==> src/rtl/seq_detect_prog.sv <==
// Runtime-programmable serial bit-pattern detector with a registered match pulse.
// Optional saturating match counter is built only when SEQ_DETECT_CNT_EN is defined.
module seq_detect_prog #(
  parameter int               PAT_W   = 8,
  parameter int               LEN_W   = 4,
  parameter int               CNT_W   = 8,
  parameter logic [PAT_W-1:0] RST_PAT = PAT_W'(8'h2B),
  parameter int               RST_LEN = 6,
  parameter bit               RST_OVL = 1'b1
) (
  input  logic             clk,
  input  logic             rst,
  input  logic             x,
  input  logic             x_valid,
  input  logic             cfg_load,
  input  logic [PAT_W-1:0] cfg_pattern,
  input  logic [LEN_W-1:0] cfg_len,
  input  logic             cfg_overlap,
  output logic             z,
  output logic [CNT_W-1:0] match_cnt
);

  localparam int FILL_W = $clog2(PAT_W + 1);

  function automatic logic [LEN_W-1:0] clamp_len(input logic [LEN_W-1:0] l);
    if (int'(l) > PAT_W) return LEN_W'(PAT_W);
    return l;
  endfunction

  logic [PAT_W-1:0]  r_pat;
  logic [LEN_W-1:0]  r_len;
  logic              r_ovl;
  logic [PAT_W-1:0]  r_hist;
  logic [FILL_W-1:0] r_fill;
  logic              r_z;

  logic [PAT_W-1:0]  w_nh;
  logic [FILL_W-1:0] w_nf;
  logic [PAT_W-1:0]  w_mask;
  logic              w_hit;

  // Candidate next history; the oldest bit falls off the top, newest enters at bit 0.
  always_comb begin
    w_nh   = {r_hist[PAT_W-2:0], x};
    w_nf   = (int'(r_fill) >= PAT_W) ? FILL_W'(PAT_W) : r_fill + FILL_W'(1);
    w_mask = ~({PAT_W{1'b1}} << r_len);
    w_hit  = (r_len != '0) && (int'(w_nf) >= int'(r_len)) &&
             (((w_nh ^ r_pat) & w_mask) == '0);
  end

  always_ff @(posedge clk) begin
    if (!rst) begin
      r_pat  <= RST_PAT;
      r_len  <= LEN_W'(RST_LEN);
      r_ovl  <= RST_OVL;
      r_hist <= '0;
      r_fill <= '0;
      r_z    <= 1'b0;
    end else if (cfg_load) begin
      // A coincident data bit is dropped; history is kept but marked stale via fill.
      r_pat  <= cfg_pattern;
      r_len  <= clamp_len(cfg_len);
      r_ovl  <= cfg_overlap;
      r_fill <= '0;
      r_z    <= 1'b0;
    end else if (x_valid) begin
      r_hist <= w_nh;
      r_z    <= w_hit;
      r_fill <= (w_hit && !r_ovl) ? '0 : w_nf;
    end else begin
      r_z    <= 1'b0;
    end
  end

  assign z = r_z;

`ifdef SEQ_DETECT_CNT_EN
  function automatic logic [CNT_W-1:0] sat_inc(input logic [CNT_W-1:0] c);
    return (&c) ? c : c + CNT_W'(1);
  endfunction

  logic [CNT_W-1:0] r_cnt;

  always_ff @(posedge clk) begin
    if (!rst || cfg_load) r_cnt <= '0;
    else if (x_valid && w_hit) r_cnt <= sat_inc(r_cnt);
  end

  assign match_cnt = r_cnt;
`else
  assign match_cnt = '0;
`endif

endmodule

==> config.mk <==
export PLATFORM = sky130hd
export DESIGN_NAME = seq_detect_prog
export DESIGN_NICKNAME = d
export VERILOG_FILES = /design/src/rtl/seq_detect_prog.sv
export SDC_FILE = /design/constraint.sdc
export NUM_CORES = 1
export LEC_CHECK = 0
export ABC_CLOCK_PERIOD_IN_PS = 5900
export BUFFER_PORTS_ARGS = -buffer_cell sky130_fd_sc_hd__buf_2
export CAP_MARGIN = 10
export CORE_MARGIN = 3
export CORE_UTILIZATION = 47
export CTS_BUF_LIST = sky130_fd_sc_hd__clkbuf_4 sky130_fd_sc_hd__clkbuf_8
export DETAILED_ROUTE_END_ITERATION = 8
export PLACE_DENSITY = 0.7
export SLEW_MARGIN = 15
export SYNTH_ARGS = -nofsm -noshare
export SYNTH_HDL_FRONTEND = slang
export SYNTH_SLANG_ARGS = --single-unit
==> constraint.sdc <==
create_clock -name clk -period 5.9 [get_ports clk]
set_input_delay 1.18 -clock clk [delete_from_list [all_inputs] [get_ports clk]]
set_output_delay 1.18 -clock clk [all_outputs]
set_load 0.01 [all_outputs]
==> summary.txt <==
Power
  – VDD IR-drop max: 0.000156 V
  – Static leakage power: around 0.65 nW
  – Cell Pwr Density: 210 nW/um^2

Cells and area
  – Final nets: 185
  – Diodes inserted: 0
  – Layout cells sized above 1: 17.5%
  – Synthesis-to-finish area growth: 7.21%

Routing
  – Total detailed-routing wirelength: 2370 um
  – DR pass1 iterations: 4
  – Drt wl/cell: between 10 and 15 um
  – Vias: 980
  – 1st-iter DRT viols: 20
  – ANT nets after route: 0
  – Vias per inst: between 5 and 6
  – DRC: 0

Worst setup path
  – CP max FO: 5
  – Critical Path Source Type: flip-flop
  – Setup crit start: r_fill[0]$_SDFFE_PP0P_
  – Crit Path Class: flip-flop to flip-flop
  – Critical Path Sink Type: flip-flop
  – Arr. time, crit path: 2.55 ns
  – WP data required: around 6.1 ns
  – Reg2reg start: r_fill[0]$_SDFFE_PP0P_

Worst hold path
  – Class of the worst hold path: flip-flop to flip-flop
  – Min-delay src: r_pat[0]$_SDFFE_PN1P_

Synthesis
  – Mean Syn Cell Area: 9.34 sq um
  – Syn Inst Count: ~150
  – Register area share after synthesis: 37.0%
  – Post-synth top flop: dfxtp_1
  – EDFF count, synth: 0
  – Ys async rst share: 0%
  – Mapped cell area: 1350 sq um
  – Unique cell type count in the Yosys netlist: 33
  – Warnings, synthesis: 0
  – Synth Register Bits: 25

Clocking
  – CTS H-Tree Depth: 1
  – CTS buffer count: 3
  – Clock latency on the worst-skew pair: slightly above 0.3 ns
  – Cts repair resizes: 0
  – Post-CTS Setup Inserts: 0
  – CTS Hold Bufs: 0
  – Max Buffers Root-to-Sink: 2
  – CTS clk-pin slew, worst paths: roughly 0.13 ns
  – Clock root buffer master: clkbuf_4
  – Num Clock Sinks: 25
  – TritonCTS clock tree: built

Global route
  – GR Util All Layers: 14.8%
  – First-pass GRT wire length: roughly 4000 um
  – Antenna violations before repair: 0
  – Pin count of the biggest net entering global routing: 23
  – Grt met2 use: between 20% and 30%
  – M1 GR Usage: 19.0%
  – GRT Max-Usage Layer: met2
  – Vias in the first global route: 903
  – Met3 Use GR: 2.59%
  – GRT Residual Overflow: 0

Floorplan
  – IO Pins: 27
  – Core area: 2610 sq um
  – Die Height: 59.7 um
  – DIE AREA: around 3600 sq um
  – Row count: 18
  – Starting density of the core: 51.8%
  – Die Width: 59.7 um

STA
  – Crit path time final: 2.33 ns
  – Fmax: 0.429 GHz
  – Hold_ws: 0.512 ns
  – Setup Viol. Count Final: 0
  – Max-slew violations: 0
  – Fin crit share: 39.5%
  – Worst-Margin Slew: approximately 0.5 ns
  – Total negative setup slack: 0 ns
  – Hold Fails Final Rpt: 0
  – Slew headroom: between 60% and 70%
  – Worst Slack Setup Final: 3.57 ns
  – RSZ-0062 raised after global routing: false
  – Layout Skew: 0.00447 ns

Job
  – Max-cap violations: 0

Placed design
  – Worst slack, placed: 3.42 ns
  – Post-detail-place hpwl: roughly 1800 um
  – I/O Buffers: 18
  – GP Congestion: 0.856

Status
  – Status: finished, final reports clean
critical path: stages, from the launching register on:
cell and delay [ns]:
dfxtp_1 0.40, inv_1 0.08, ha_1 0.28, nor2b_1 0.26, ha_1 0.28, a2111oi_0 0.49, a2111o_1 0.21, nor4_4 0.06
and3_1 0.18
registers in the layout (all words and copies together), names as in the netlist:
| name | cells |
|---|---|
| z | 1 |
| r_hist | 7 |
| r_len | 4 |
| r_pat | 8 |
| r_ovl | 1 |
| r_fill | 4 |
layer usage:
layer / vias to the layer above / wire, um
met5: - / 0
met1: 445 / 1080
met3: 2 / 89
met4: 0 / 15
met2: 26 / 1190
li1: 507 / -
where the power goes:
part | switching (W) | internal, W | leakage (nW)
sequential | 0.00000670 | 0.000176 | 0.205
clock | 0.0000478 | 0.0000253 | 0.0177
combinational | 0.0000255 | 0.0000236 | 0.427
total | 0.0000800 | 0.000225 | 0.650
cells by family (layout without fill, tap and decap cells):
family | Yosys count | in the layout | share of synthesized area (%)
AOI/OAI and AO/OA | 23 | 23 | 11.9
DFF | 25 | 25 | 37.0
other | 1 | 8 | 0.277
adders and majority gates | 6 | 6 | 5.55
buffers and inverters | 22 | 30 | 9.43
muxes | 16 | 16 | 11.8
and+or+nand+nor | 43 | 43 | 18.2
xor gates and xnor gates | 9 | 9 | 5.82
metrics by stage:
stage / power (W) / instance area [sq um] / utilization (%) / std cells
after detailed placement: 0.000236 / 1420 / 54.5 / 186
after CTS: 0.000309 / 1450 / 55.6 / 190
after floorplan: 0.000226 / 1380 / - / 152
final: 0.000305 / 1450 / 55.6 / 190
after global routing: 0.000322 / 1450 / 55.6 / 190
after global placement: 0.000234 / 1420 / 54.5 / 186
cell usage in the layout (no fill, tap or decap), types with 3 or more instances in the layout:
cell,n
inv_1,7
xnor2_1,9
dfxtp_1,25
buf_2,18
a31oi_1,3
ha_1,6
nor2b_1,15
o22ai_1,4
nand2_1,9
nand3_1,4
a21oi_1,3
o21ai_0,3
conb_1,8
nand2b_1,3
mux2i_1,16
nor2_1,6
o211ai_1,3
clkbuf_4,3
cell usage after synthesis (3+ instances only):
cell,n,area share [%]
nand2_1,9,2.5
o21ai_0,3,1.1
dfxtp_1,25,37
nor2_1,6,1.7
a21oi_1,3,1.1
o22ai_1,4,1.8
buf_4,8,4.4
nor2b_1,15,6.9
inv_1,7,1.9
nand3_1,4,1.5
nand2b_1,3,1.4
clkbuf_1,5,1.4
mux2i_1,16,12
o211ai_1,3,1.7
a31oi_1,3,1.4
ha_1,6,5.5
xnor2_1,9,5.8
final cells by class:
cell class / instances / area [sq um]
flip-flops and latches: 25 / 500
multi-input cells: 105 / 752
well taps: 30 / 37.5
clock buffers: 3 / 22.5
fillers: 262 / 1160
inverters: 8 / 43.8
repair buffers: 18 / 90.1
clock inverters: 1 / 5.00
path summary, 6_finish.rpt:
check	endpoint	slack (ns)	cells past startpoint
setup / recovery	z$_SDFF_PP0_	3.57	8
hold / removal	r_pat[0]$_SDFFE_PN1P_	0.51	2
setup reg to reg	z$_SDFF_PP0_	3.57	8
hold reg to reg	r_pat[0]$_SDFFE_PN1P_	0.51	2
(Power assumes the default switching activity.)
